===== config.mk =====
export PLATFORM = sky130hd
export DESIGN_NAME = gol_display_scan
export DESIGN_NICKNAME = d
export VERILOG_FILES = /design/src/rtl/gol_display_scan.sv
export SDC_FILE = /design/constraint.sdc
export NUM_CORES = 1
export LEC_CHECK = 0
export BUFFER_PORTS_ARGS = -buffer_cell sky130_fd_sc_hd__buf_2
export CAP_MARGIN = 20
export CELL_PAD_IN_SITES_DETAIL_PLACEMENT = 1
export CELL_PAD_IN_SITES_GLOBAL_PLACEMENT = 2
export CORE_MARGIN = 2
export CORE_UTILIZATION = 38
export CTS_BUF_LIST = sky130_fd_sc_hd__clkbuf_4
export DETAILED_ROUTE_END_ITERATION = 16
export PLACE_DENSITY_LB_ADDON = 0.1
export SYNTH_ARGS = -nofsm -noshare
export SYNTH_HDL_FRONTEND = slang
export SYNTH_SLANG_ARGS = --single-unit

===== constraint.sdc =====
create_clock -name clk -period 7.6 [get_ports clk]
set_clock_uncertainty 0.05 [all_clocks]
set_input_delay 1.14 -clock clk [delete_from_list [all_inputs] [get_ports clk]]
set_output_delay 1.14 -clock clk [all_outputs]
set_load 0.03 [all_outputs]

===== src/rtl/gol_display_scan.sv =====
// gol_display_scan: double-buffered 8x8 LED matrix scanner for Game of Life
// generations, with generation count and still-life / extinction status.
module gol_display_scan #(
    parameter int unsigned ROW_HOLD = 4
) (
    input  logic        clk,
    input  logic        reset,
    input  logic [63:0] grid_in,
    input  logic        grid_valid,
    output logic        grid_ready,
    output logic [7:0]  row_sel,
    output logic [7:0]  col_data,
    output logic        frame_done,
    output logic [15:0] gen_count,
    output logic        still_life,
    output logic        extinct
);

    typedef enum logic [0:0] {
        IDLE = 1'b0,
        SCAN = 1'b1
    } state_t;

    localparam logic [7:0] HOLD_LAST = 8'(ROW_HOLD - 1);

    state_t      state_r;
    state_t      state_s;
    logic [63:0] shadow_r;
    logic [63:0] active_r;
    logic [63:0] active_s;
    logic        pending_r;
    logic [2:0]  row_r;
    logic [2:0]  row_s;
    logic [7:0]  hold_r;
    logic [7:0]  hold_s;
    logic        accept_s;
    logic        swap_s;
    logic        frame_end_s;
    logic [7:0]  row_sel_s;
    logic [7:0]  col_data_s;
    logic [7:0]  row_sel_r;
    logic [7:0]  col_data_r;
    logic        frame_done_r;
    logic [15:0] gen_count_r;
    logic        still_life_r;
    logic        extinct_r;

    // Row r of a grid lives at bits [63-8r -: 8]; {~r, 3'b111} equals 63-8r.
    function automatic logic [7:0] grid_row(input logic [63:0] grid, input logic [2:0] r);
        grid_row = grid[{~r, 3'b111} -: 8];
    endfunction

    assign grid_ready = !pending_r;
    assign accept_s   = grid_valid && !pending_r;
    assign row_sel    = row_sel_r;
    assign col_data   = col_data_r;
    assign frame_done = frame_done_r;
    assign gen_count  = gen_count_r;
    assign still_life = still_life_r;
    assign extinct    = extinct_r;

    // Next scan position, buffer swap decision and next display drive.
    always_comb begin
        state_s     = state_r;
        active_s    = active_r;
        row_s       = row_r;
        hold_s      = hold_r;
        swap_s      = 1'b0;
        frame_end_s = 1'b0;
        case (state_r)
            IDLE: begin
                if (pending_r) begin
                    state_s  = SCAN;
                    active_s = shadow_r;
                    row_s    = 3'd0;
                    hold_s   = 8'd0;
                    swap_s   = 1'b1;
                end else begin
                    state_s  = IDLE;
                end
            end
            SCAN: begin
                if (hold_r == HOLD_LAST) begin
                    hold_s = 8'd0;
                    row_s  = row_r + 3'd1;
                    if (row_r == 3'd7) begin
                        frame_end_s = 1'b1;
                        // Swap only here so a frame is never torn.
                        if (pending_r) begin
                            active_s = shadow_r;
                            swap_s   = 1'b1;
                        end else begin
                            active_s = active_r;
                        end
                    end else begin
                        frame_end_s = 1'b0;
                    end
                end else begin
                    hold_s = hold_r + 8'd1;
                end
            end
            default: begin
                state_s = IDLE;
            end
        endcase

        // Drive computed from next state so outputs stay registered yet
        // row 0 appears on the same edge the grid is loaded.
        if (state_s == SCAN) begin
            row_sel_s  = 8'h01 << row_s;
            col_data_s = grid_row(active_s, row_s);
        end else begin
            row_sel_s  = 8'h00;
            col_data_s = 8'h00;
        end
    end

    // Scan state, buffers and pending flag.
    always_ff @(posedge clk or posedge reset) begin
        if (reset) begin
            state_r   <= IDLE;
            shadow_r  <= 64'd0;
            active_r  <= 64'd0;
            pending_r <= 1'b0;
            row_r     <= 3'd0;
            hold_r    <= 8'd0;
        end else begin
            state_r  <= state_s;
            active_r <= active_s;
            row_r    <= row_s;
            hold_r   <= hold_s;
            if (accept_s) begin
                shadow_r  <= grid_in;
                pending_r <= 1'b1;
            end else if (swap_s) begin
                pending_r <= 1'b0;
            end
        end
    end

    // Generation count and status flags, updated on each accepted grid.
    always_ff @(posedge clk or posedge reset) begin
        if (reset) begin
            gen_count_r  <= 16'd0;
            still_life_r <= 1'b0;
            extinct_r    <= 1'b0;
        end else if (accept_s) begin
            if (gen_count_r != 16'hFFFF) begin
                gen_count_r <= gen_count_r + 16'd1;
            end
            extinct_r    <= (grid_in == 64'd0);
            still_life_r <= (gen_count_r != 16'd0) && (grid_in == shadow_r);
        end
    end

    // Registered matrix drive and frame pulse.
    always_ff @(posedge clk or posedge reset) begin
        if (reset) begin
            row_sel_r    <= 8'h00;
            col_data_r   <= 8'h00;
            frame_done_r <= 1'b0;
        end else begin
            row_sel_r    <= row_sel_s;
            col_data_r   <= col_data_s;
            frame_done_r <= frame_end_s;
        end
    end

endmodule


; After elaboration in Yosys (flattened, before gate mapping)
; Cells that the tools add are included.
[word_totals]
ramBits = 0
regBits = 176
latch_bits = 0
memories = 0
in_bits = 67
romBits = 0
word_cells = 53
[op_classes]
n_eq_ne = 5
shift = 2
addsub = 3
div_mod_pow = 0
order_cmp = 0
muxes = 22
n_reduce_logical = 7
mul = 0
n_bitwise = 2
[op_table]
columns = cell, count
row1 = 64-bit two-way mux, 3
row2 = 64-bit one-hot mux with 2 select lines, 1
row3 = 71-bit by 7-bit variable part select with 8-bit output, 1
row4 = 64-bit equality test, 1
row5 = 64-bit zero test, 1
row6 = 8-bit two-way mux, 4
row7 = 16-bit by 1-bit adder with 16-bit output (second input constant), 1
row8 = 16-bit inequality test (second input constant), 1
row9 = 8-bit one-hot mux with 2 select lines, 1
row10 = 16-bit nonzero test, 1
row11 = 1-bit two-way mux, 9
row12 = 8-bit by 1-bit adder with 8-bit output (second input constant), 1
row13 = 8-bit by 2-bit equality test with 1-bit output (second input constant), 1
row14 = 1-bit by 3-bit left shift with 8-bit output (first input constant), 1
row15 = 3-bit two-way mux, 2
row16 = 3-bit one-hot mux with 2 select lines, 1
row17 = 3-bit by 1-bit adder with 3-bit output (second input constant), 1
row18 = 3-bit equality test (second input constant), 1
row19 = 3-bit inverter, 1
row20 = 1-bit logical AND, 2
row21 = 2-bit inequality test (second input constant), 1
row22 = 1-bit one-hot mux with 2 select lines, 1
row23 = 2-bit AND reduction, 1
row24 = 2-bit nonzero test, 1
row25 = other kinds (2), 2

; Longest topological paths before layout
; Gate-level depths: netlist of run 1.
[depth]
word_depth = 6
depth_mapped = 12
depth_no_buf = 9

; Least setup slack after synthesis of run 1
; No wires, ideal clock.
[synth_timing]
kind = reg2reg
from = register hold_r[0]
to = register col_data_r[4], in the netlist col_data[4]
stages_incl_launch_ff = 11
path_buffers = 2
path_slack_ns = 5.032
arrival_time_ns = 2.441
cell_sequence = dfrtp_1 -> ha_1 -> or3b_2 -> o21ai_4 -> nand2b_1 -> buf_6 -> buf_6 -> mux2i_1 -> a221oi_1 -> a21bo_2 -> a21oi_1
[synth_via]
elab_chain_len = 6
[synth_rtl]
columns = element, line
row1 = from (decl), 34  ; logic [7:0] hold_r;
row2 = from (signal assigned), 131  ; hold_r <= hold_s;
row3 = 8-bit by 2-bit equality test with 1-bit output *, 83  ; if (hold_r == HOLD_LAST) begin
row4 = 3-bit two-way mux, 83
row5 = 3-bit one-hot mux with 2 select lines, 70  ; case (state_r)
row6 = 3-bit inverter, 50  ; grid_row = grid[{~r, 3'b111} -: 8];
row7 = 71-bit by 7-bit variable part select with 8-bit output *, 50
row8 = 8-bit two-way mux *, 109  ; if (state_s == SCAN) begin
row9 = net col_data_s[4], 40  ; logic [7:0] col_data_s;
row10 = to (signal assigned), 164  ; col_data_r <= col_data_s;
row11 = to (decl), 42  ; logic [7:0] col_data_r;
; The timed path passes the listed nets; every way through them passes the cells marked *.
; A chain may end at the register's enable or synchronous reset.

; Worst setup path in the final report of run 1
[layout_timing]
from = register state_r
to = register col_data_r[7], in the netlist col_data[7]
[layout_via]
elab_chain_len = 5
[layout_rtl]
columns = element, line
row1 = from (decl), 26  ; state_t state_r;
row2 = from (signal assigned), 128  ; state_r <= state_s;
row3 = 1-bit inverter, -
row4 = 3-bit one-hot mux with 2 select lines, 70
row5 = 3-bit inverter, 50
row6 = 71-bit by 7-bit variable part select with 8-bit output, 50
row7 = 8-bit two-way mux *, 109
row8 = net col_data_s[7], 40
; Marked as above.

==> results.json, run 1 <==
{
  "status": "completed",
  "wl_per_cell_microns": 21.73,
  "ys_ff_latch": 176,
  "power_w": 0.003049,
  "ant_nets": 0,
  "holdBufCountCts": 0,
  "clock.fmax_mhz": 261.3,
  "die-height_microns": 152.9,
  "fin_tns_setup_ps": 0,
  "grt_pass1_vias": 7066,
  "syn_nets": 982,
  "ys_types": 61,
  "area_growth_pct": 13.06,
  "grt_max_degree": 99,
  "path_class": "flip-flop to flip-flop",
  "post-route-util_pct": 43.76,
  "post_cts_buffers": 0,
  "route.detailed.drc": 0,
  "yosysSeqAreaShare_pct": 52.30,
  "die_x_microns": 152.9,
  "p_per_area_nw_per_um2": 320.2,
  "cts_buffers": 17,
  "clk_latency_ps": 600,
  "final-setup-viol-count": 0,
  "clock_sinks": 176,
  "io_buffer_count": 102,
  "async_reset_ff_share_pct": 100.0,
  "n_fill_cell": 2599,
  "critPathCaptureType": "flip-flop",
  "synth_cells": 910,
  "clk_path_buf_depth": 2,
  "crit_path_frequent_cell": "o21ai_0",
  "layout_commonest_cell": "nand2_1",
  "min_period_ps": 3827,
  "hp-class": "flip-flop to flip-flop",
  "grt_first_pass_wirelength_mm": 43.50,
  "slew_headroom_pct": 24.86,
  "viasPerCell": 5.433,
  "start_util_pct": 38.70,
  "drt_iter0_markers": 375,
  "tightest_slew_ps": 1117,
  "gp_congestion": 0.8081,
  "ios": 103,
  "dp_hpwl_mm": 20.37,
  "cts-root-buf": "clkbuf_4",
  "cp.depth": 8,
  "drt_pass1_iterations": 5,
  "crit_buf_inv": 2,
  "path_cells": "inv_1 > o21ai_0 > nand2b_2 > buf_4 > mux2i_1 > a221oi_1 > o21ai_0 > nand3_1",
  "cp.arrival_ps": 4300,
  "leakagePower_nw": 4.874,
  "syn_area_per_cell_sq_um": 9.253,
  "grt_use_total_pct": 24.58,
  "critPathMaxFanout": 60,
  "maxCapViolCount": 0,
  "die_area_sq_um": 23370,
  "required_ps": 8070,
  "antenna_found_initial": 1,
  "cts.clk_slew.worst_paths_ps": 150,
  "crit_slowest_cell": "dfrtp_1",
  "drive_gt1_share_pct": 16.83,
  "max-vdd-ir-drop_mv": 0.09969,
  "yosys_most_used_dff": "dfrtp_1",
  "cp-start-kind": "flip-flop",
  "nets": 1075,
  "core_area_sq_um": 21760,
  "cts_tree": "yes",
  "crit_path_max_incr_delay_ps": 870,
  "h-tree-depth": 4,
  "routed_wl_mm": 28.19,
  "rr_worst_depth": 8,
  "rows": 54,
  "grt-ovfl-total": 0,
  "slew_viol_final": 0,
  "mappedNetlistArea_sq_um": 8421,
  "finalHoldViolations": 0,
  "grt_setup_unrepaired": "false",
  "fin_crit_sh_pct": 50.35,
  "final_cell_mix": "nand2_1, dfrtp_1, buf_2",
  "yosys_warnings": 0,
  "hold_path_depth": 2,
  "synth_edf_count": 0,
  "critPathTopFamily": "compound AO/OA/AOI/OAI gates",
  "cts.repair.resized": 0,
  "routed-via-count": 7046
}
## sequential cells by signal, summed over array words and instances, names as in the netlist
signal	cells
shadow_r	64
pending_r	1
row_sel	8
hold_r	8
gen_count	16
col_data	8
still_life	1
frame_done	1
active_r	64
row_r	3
state_r	1
extinct	1
## path summary, 6_finish.rpt
| path | end | start | slack [ps] |
|---|---|---|---|
| worst max-delay path | col_data[7]$_DFF_PP0_ | state_r$_DFF_PP0_ | 3770 |
| worst min-delay path | active_r[27]$_DFF_PP0_ | active_r[27]$_DFF_PP0_ | 440 |
| worst max register to register | col_data[7]$_DFF_PP0_ | state_r$_DFF_PP0_ | 3770 |
| worst min register to register | active_r[27]$_DFF_PP0_ | active_r[27]$_DFF_PP0_ | 440 |
| max in group asynchronous | active_r[27]$_DFF_PP0_ | reset | 5650 |
| min in group asynchronous | gen_count[7]$_DFFE_PP0P_ | reset | 670 |
## stage by stage
stage	instances	setup WS [ps]	cell area, sq um	hold slack (ps)
floorplan	910	1636	8421	389.4
global placement	1262	3987	9184	397.3
detailed placement	1262	3876	9184	407.3
CTS	1294	3837	9483	441.5
global route	1297	3529	9520	458.3
finish	1297	3773	9520	439.1
## tightest hold or removal path, cell delays in order, from the launching register on
cell and delay, ps:
dfrtp_1 350, nand2_1 60, nand2_1 60
## cells by family after synthesis
family	after synthesis	synth area share (%)
compound gates	139	11.06
xor+xnor	62	6.449
fa+ha+maj	5	0.7429
buf+inv	87	4.309
flops	176	52.30
mux	35	4.428
simple gates	406	20.71
## final cells by class
type	count	area [sq um]	share of cell area, %
Sequential cell	176	4404	46.26
Clock inverter	15	171.4	1.800
Inverter	51	196.4	2.063
Antenna cell	1	2.502	0.02628
Multi-Input combinational cell	647	3677	38.63
Tap cell	280	350.3	3.680
Clock buffer	17	127.6	1.341
Timing Repair Buffer	110	590.6	6.203
## synth_stat cells (all sizes together), types with 3 or more instances
| library cell | number | share of area, % |
|---|---|---|
| nand4 | 18 | 1.3 |
| a221oi | 14 | 1.5 |
| nand2 | 287 | 13 |
| nor2 | 31 | 1.4 |
| inv | 51 | 2.3 |
| dfrtp | 176 | 52 |
| nand2b | 4 | 0.30 |
| o21ai | 51 | 3.2 |
| nor4 | 27 | 2.0 |
| nor3 | 3 | 0.18 |
| buf | 15 | 1.1 |
| and3 | 8 | 0.59 |
| o22ai | 7 | 0.59 |
| a21o | 3 | 0.27 |
| mux2i | 23 | 2.7 |
| mux2 | 12 | 1.7 |
| o31ai | 3 | 0.33 |
| o221ai | 7 | 0.73 |
| clkbuf | 21 | 0.94 |
| xnor2 | 26 | 2.7 |
| a21oi | 27 | 1.6 |
| nand3 | 16 | 0.95 |
| a31oi | 5 | 0.52 |
| ha | 5 | 0.74 |
| o2bb2ai | 4 | 0.42 |
| xor2 | 36 | 3.7 |
## report_power, final
part	internal, W	leakage (nW)	switching (W)
combinational	0.000389	2.45	0.000730
clock	0.000205	0.154	0.000366
sequential	0.00118	2.27	0.000174
## routing by layer
metal  global-route usage, %  routed length, microns  share of wire [%]  up-vias
li1                        -                       -                  -     3269
met1                   38.09                   14120                 50     3597
met2                   35.62                   12320                 44      155
met3                   4.621                    1306                4.6       25
met4                   5.600                     440                1.6        0
met5                       0                       0                  0        -
Power figures use the tool's default switching activity.
==> run 2, diff against run 1 <==
--- a/config.mk
+++ b/config.mk
@@ -5,12 +5,13 @@
 export SDC_FILE = /design/constraint.sdc
 export NUM_CORES = 1
 export LEC_CHECK = 0
+export ABC_AREA = 1
 export BUFFER_PORTS_ARGS = -buffer_cell sky130_fd_sc_hd__buf_2
 export CAP_MARGIN = 20
 export CELL_PAD_IN_SITES_DETAIL_PLACEMENT = 1
 export CELL_PAD_IN_SITES_GLOBAL_PLACEMENT = 2
 export CORE_MARGIN = 2
-export CORE_UTILIZATION = 38
+export CORE_UTILIZATION = 35
 export CTS_BUF_LIST = sky130_fd_sc_hd__clkbuf_4
 export DETAILED_ROUTE_END_ITERATION = 16
 export PLACE_DENSITY_LB_ADDON = 0.1
==> constraint.sdc (replaced) <==
create_clock -name clk -period 3.7 [get_ports clk]
set_clock_uncertainty 0.05 [all_clocks]
set_input_delay 0.555 -clock clk [delete_from_list [all_inputs] [get_ports clk]]
set_output_delay 0.555 -clock clk [all_outputs]
set_load 0.03 [all_outputs]
==> run 2 against run 1 <==
Compared with the run above: worst setup slack worse by 3000 ps; synthesized cell count is 37% higher; critical path depth grew 6; combinational power is 85% higher; clock power grew 87%; die area up 18%; fmax rose by 33%; register-to-register slack got worse by 3000 ps; wire length grew 11%; critical path type unchanged; critical endpoint is now col_data[2]$_DFF_PP0_.
==> results.json, run 2 <==
{
  "status": "completed",
  "grt_busiest_layer": "met2",
  "yosys-top-cells-count": "nand2_1, inv_1, dfrtp_1, nand3_1, o21ai_0",
  "slew_headroom_pct": 43.73,
  "final_cells": 1682,
  "route.detailed.drc": 0,
  "use_met2_pct": 41.15,
  "critPathCaptureType": "flip-flop",
  "max-vdd-ir-drop_mv": 0.2075,
  "core_area_sq_um": 25910,
  "critPathMaxFanout": 28,
  "path_class": "flip-flop to flip-flop",
  "layout_commonest_cell": "nand2_1",
  "area_growth_pct": 11.92,
  "rows": 59,
  "wl_per_cell_microns": 18.67,
  "path_cells": "ha_1 > nand2_1 > nor2_2 > nand2_2 > nand2_4 > nand2_2 > buf_4 > nand2_1 > nand2_1 > nand2_1 > nand2_1 > nand2_1 > nand3_1 > nand2_1",
  "start_util_pct": 35.49,
  "ios": 103,
  "routed_wl_mm": 31.41,
  "dp_slack_ps": 801.6,
  "slew_viol_final": 0,
  "regArea_sq_um": 4404,
  "cp.arrival_ps": 3320,
  "die_area_sq_um": 27580,
  "cts_buffers": 17,
  "required_ps": 4140,
  "yosys_warnings": 0,
  "clk_path_buf_depth": 2,
  "mappedNetlistArea_sq_um": 9195,
  "ant_nets": 0,
  "crit_path_frequent_cell": "nand2_1",
  "drt_pass1_iterations": 5,
  "leakagePower_nw": 5.785,
  "p_per_area_nw_per_um2": 548.9,
  "grt_first_pass_wirelength_mm": 49.83,
  "clock.fmax_mhz": 347.1,
  "multi_input_area_sq_um": 3587,
  "cp-start-kind": "flip-flop",
  "antenna_found_initial": 1,
  "clock_sinks": 176,
  "yosysSeqAreaShare_pct": 47.90,
  "crit_slowest_cell": "nand2_2",
  "gp_congestion": 0.8521,
  "power_w": 0.005649,
  "grt_use_total_pct": 23.55,
  "synth_area_leaders": "dfrtp_1, nand2_1, inv_1",
  "dp_hpwl_mm": 23.89,
  "clk_latency_ps": 610,
  "use_met3_pct": 3.837,
  "grt_max_degree": 93,
  "nets": 1405,
  "yosys_most_used_dff": "dfrtp_1",
  "synth_cells": 1243,
  "setup_ws_ps": 819.1,
  "fin_tns_setup_ps": 0,
  "final_cell_mix": "nand2_1, inv_1, dfrtp_1",
  "maxCapViolCount": 0,
  "synth_edf_count": 0,
  "die-height_microns": 166.1,
  "final-setup-viol-count": 0,
  "tightest_slew_ps": 844.1,
  "cts_tree": "yes",
  "grt_setup_unrepaired": "false",
  "viasPerCell": 4.836,
  "fin_crit_sh_pct": 77.86,
  "use_met1_pct": 30.71,
  "min_period_ps": 2881,
  "die_x_microns": 166.1,
  "drive_gt1_share_pct": 12.33,
  "synth.most_common_cell": "nand2_1",
  "cts.clk_slew.worst_paths_ps": 180,
  "cts-root-buf": "clkbuf_4",
  "finalHoldViolations": 0,
  "ys_ff_latch": 176,
  "h-tree-depth": 4,
  "drt_iter0_markers": 395,
  "post_cts_buffers": 0,
  "crit_path_max_incr_delay_ps": 560,
  "syn_area_per_cell_sq_um": 7.397,
  "async_reset_ff_share_pct": 100.0,
  "syn_nets": 1315,
  "yosysTopAreaCellShare_pct": 47.90,
  "routed-via-count": 8134,
  "n_fill_cell": 3271,
  "post-place-cells": 1648,
  "synth_top_area_cell": "dfrtp_1",
  "grt_pass1_vias": 8519,
  "ys_types": 31,
  "io_buffer_count": 102,
  "hp-class": "primary input to flip-flop",
  "grt-ovfl-total": 0
}
-- run 2: cell count changes after synthesis, sizes merged, moves of 21 or more --
cell | before | now
inv | 51 | 261
nand2 | 287 | 404
nand3 | 16 | 90
o21ai | 51 | 77
o22ai | 7 | 31
mux2i | 23 | 0
nor2 | 31 | 54
a21oi | 27 | 6
-- run 2: logic make-up (layout without fill, tap and decap cells) --
logic type / after synthesis / after routing / synth area share [%]
adders and majority gates: 5 / 5 / 0.6804
DFF: 176 / 176 / 47.90
xor gates and xnor gates: 33 / 33 / 3.143
other: 0 / 1 / 0
and+or+nand+nor: 606 / 606 / 27.76
buffers and inverters: 304 / 407 / 13.24
AOI/OAI and AO/OA: 119 / 119 / 7.280
-- run 2: final cells by class --
cell class | count | share of cell area [%]
sequential | 176 | 42.80
clock buffer | 17 | 1.240
tap | 335 | 4.073
antenna | 1 | 0.02432
inverter | 262 | 9.617
timing repair buffer | 113 | 6.152
multi-input combinational | 763 | 34.86
clock inverter | 15 | 1.240
-- run 2: what timing repair did --
item / CTS / global route
hold buffers: 1 / 0
gates resized for setup: 0 / 0
hold endpoints to repair: 25 / 0
-- run 2: layer usage --
layer	vias to the layer above	wire length, microns
li1	3996	-
met3	19	1063
met5	-	0
met1	3996	14190
met2	123	15710
met4	0	445
-- run 2: worst paths after layout --
path / startpoint / to / slack [ps] / cells past startpoint
worst max-delay path: hold_r[0]$_DFFE_PP0P_ / col_data[2]$_DFF_PP0_ / 820 / 14
worst min-delay path: grid_in[16] / shadow_r[16]$_DFFE_PP0P_ / 130 / 3
worst max register to register: hold_r[0]$_DFFE_PP0P_ / col_data[2]$_DFF_PP0_ / 820 / 14
worst min register to register: extinct$_DFFE_PP0P_ / extinct$_DFFE_PP0P_ / 460 / 2
max in group asynchronous: reset / active_r[28]$_DFF_PP0_ / 2160 / 4
min in group asynchronous: reset / shadow_r[44]$_DFFE_PP0P_ / 520 / 3
-- run 2: worst max-delay path: cells and delay by family (launching register included) --
kind	cells	cell delay [ps]
simple gates	12	1690
flops	1	440
buf+inv	1	340
fa+ha+maj	1	260
-- run 2: stage by stage --
stage	instance area, sq um	hold WS [ps]	utilization, %
floorplan	9199	403.0	-
global placement	10020	409.3	38.68
detailed placement	10020	428.3	38.68
CTS	10290	99.26	39.71
global route	10290	94.01	39.72
finish	10290	134.0	39.72
-- run 2: power breakdown --
part / internal [W] / switching [W]
Clock: 0.000286 / 0.000781
Sequential: 0.00228 / 0.000235
Combinational: 0.000634 / 0.00143
Total: 0.00320 / 0.00245
==> run 3, diff against run 2 <==
==> constraint.sdc (replaced) <==
create_clock -name clk -period 2.7 [get_ports clk]
set_clock_uncertainty 0.05 [all_clocks]
set_input_delay 0.405 -clock clk [delete_from_list [all_inputs] [get_ports clk]]
set_output_delay 0.405 -clock clk [all_outputs]
set_load 0.03 [all_outputs]
==> run 3 against run 2 <==
Compared with the run above: clock power increased by 59%; register-to-register slack lost 360 ps; critical path depth decreased by 1; via count rose by 1.8%; wire length increased by 1.6%; power increased by 44%; final cell count increased by 1.2%; worst setup slack got worse by 360 ps; worst hold slack got worse by 97 ps; critical endpoint is now col_data[0]$_DFF_PP0_; highest routed layer unchanged.
==> results.json, run 3 (synthesis results as in run 2) <==
{
  "status": "completed",
  "routed_wl_mm": 31.93,
  "route.detailed.drc": 0,
  "p_per_area_nw_per_um2": 767.2,
  "reg2reg_to": "col_data[0]$_DFF_PP0_",
  "drt_iter0_markers": 473,
  "critPathCaptureType": "flip-flop",
  "fin_area_sq_um": 10570,
  "rows": 59,
  "leakagePower_nw": 5.925,
  "cts_tree": "yes",
  "antenna_found_initial": 1,
  "drive_gt1_share_pct": 12.74,
  "clock_sinks": 176,
  "place_area_sq_um": 10110,
  "io_buffer_count": 102,
  "area_growth_pct": 14.97,
  "required_ps": 3140,
  "grt_max_degree": 65,
  "fin_crit_sh_pct": 83.00,
  "drt_pass1_iterations": 5,
  "p_seq_share_pct": 42.7,
  "hold_path_depth": 3,
  "final_cell_mix": "nand2_1, inv_1, dfrtp_1",
  "grt_first_pass_wirelength_mm": 50.02,
  "cts.repair.resized": 0,
  "n_fill_cell": 3295,
  "cts.clk_slew.worst_paths_ps": 170,
  "ios": 103,
  "fin_tns_setup_ps": 0,
  "critPathMaxFanout": 64,
  "maxCapViolCount": 0,
  "cp-start-kind": "flip-flop",
  "min_period_ps": 2241,
  "ant_nets": 0,
  "grt_use_total_pct": 23.71,
  "switching_share_pct": 42.66,
  "path_class": "flip-flop to flip-flop",
  "finalHoldViolations": 0,
  "wl_per_cell_microns": 18.75,
  "cp.arrival_ps": 2680,
  "viasPerCell": 4.860,
  "dp_hpwl_mm": 24.29,
  "die_x_microns": 166.1,
  "setup_ws_ps": 458.9,
  "slew_viol_final": 0,
  "r2r_start": "hold_r[0]$_DFFE_PP0P_",
  "grt-ovfl-total": 0,
  "clk_path_buf_depth": 2,
  "routed-via-count": 8277,
  "nets": 1425,
  "slew_headroom_pct": 60.39,
  "p_comb_share_pct": 36.4,
  "r2r_slack_ps": 460,
  "rr_worst_depth": 13,
  "die_area_sq_um": 27580,
  "h-tree-depth": 4,
  "clk_latency_ps": 600,
  "final-setup-viol-count": 0,
  "grt_setup_unrepaired": "false",
  "hp-class": "primary input to flip-flop",
  "clock.fmax_mhz": 446.2,
  "cp-startpoint": "hold_r[0]$_DFFE_PP0P_",
  "die-height_microns": 166.1,
  "post-route-util_pct": 40.80,
  "tightest_slew_ps": 593.4,
  "p_clk_share_pct": 21.0,
  "power_w": 0.008110,
  "max-vdd-ir-drop_mv": 0.3361,
  "core_area_sq_um": 25910,
  "p_int_w": 0.004651,
  "layout_commonest_cell": "nand2_1",
  "cts_buffers": 17,
  "cts-root-buf": "clkbuf_4",
  "start_util_pct": 35.49,
  "gp_congestion": 0.8618,
  "netSwitchingPower_w": 0.003460,
  "critPathCapture": "col_data[0]$_DFF_PP0_",
  "dp_slack_ps": 453.4,
  "grt_pass1_vias": 8464
}
[run 3: routing by layer]
layer	GRT usage [%]	vias to the layer above	part of all wire, %
met5	0	-	0
met4	5.709	0	1.5
met3	3.170	19	3.0
met2	41.22	124	50
met1	31.38	4101	45
li1	-	4033	-
[run 3: worst min path at each step]
| stage | from | to | slack (ps) |
|---|---|---|---|
| floorplan | shadow_r[63]$_DFFE_PP0P_ | shadow_r[63]$_DFFE_PP0P_ | 400 |
| global placement | reset | active_r[46]$_DFF_PP0_ | 300 |
| detailed placement | reset | active_r[46]$_DFF_PP0_ | 300 |
| CTS | grid_in[9] | shadow_r[9]$_DFFE_PP0P_ | 1 |
| global route | grid_in[19] | shadow_r[19]$_DFFE_PP0P_ | 10 |
| finish | grid_in[11] | shadow_r[11]$_DFFE_PP0P_ | 40 |
[run 3: critical path, stage by stage (launching register included)]
cell and delay (ps):
dfrtp_1 420, ha_1 210, nand2_1 80, nor2_2 140, nand2_2 130, nand2_4 140, buf_12 270, nand3b_1 140
nand2_1 100, nand2_1 50, nand2_1 110, nand2_1 130, nand3_1 90, nand2_1 60
[run 3: power groups by stage]
stage / sequential, W / combinational (W) / clock, W
2_1_floorplan: 0.00363 / 0.00173 / 0
3_3_place_gp: 0.00350 / 0.00295 / 0
3_5_place_dp: 0.00352 / 0.00297 / 0
4_1_cts: 0.00346 / 0.00300 / 0.00177
5_1_grt: 0.00352 / 0.00333 / 0.00186
6_report: 0.00346 / 0.00295 / 0.00170
[run 3: final cells by class]
cell class	instances	area, sq um	share of cell area, %
inverters	262	989.7	9.362
well taps	335	419.2	3.965
multi-input cells	763	3587	33.93
clock buffers	17	127.6	1.207
flip-flops and latches	176	4404	41.66
repair buffers	133	853.3	8.072
diodes	2	5.005	0.04734
clock inverters	15	185.2	1.752
[run 3: through the flow]
| step | hold slack (ps) | cells |
|---|---|---|
| 6_report | 36.76 | 1703 |
| 3_3_place_gp | 301.1 | 1655 |
| 5_1_grt | 11.83 | 1703 |
| 2_1_floorplan | 403.0 | 1243 |
| 3_5_place_dp | 299.9 | 1655 |
| 4_1_cts | 1.456 | 1701 |
[run 3: timing repair]
action / CTS / global route
hold buffers: 14 / 0
hold endpoints to repair: 81 / 0
buffers inserted: 0 / 0
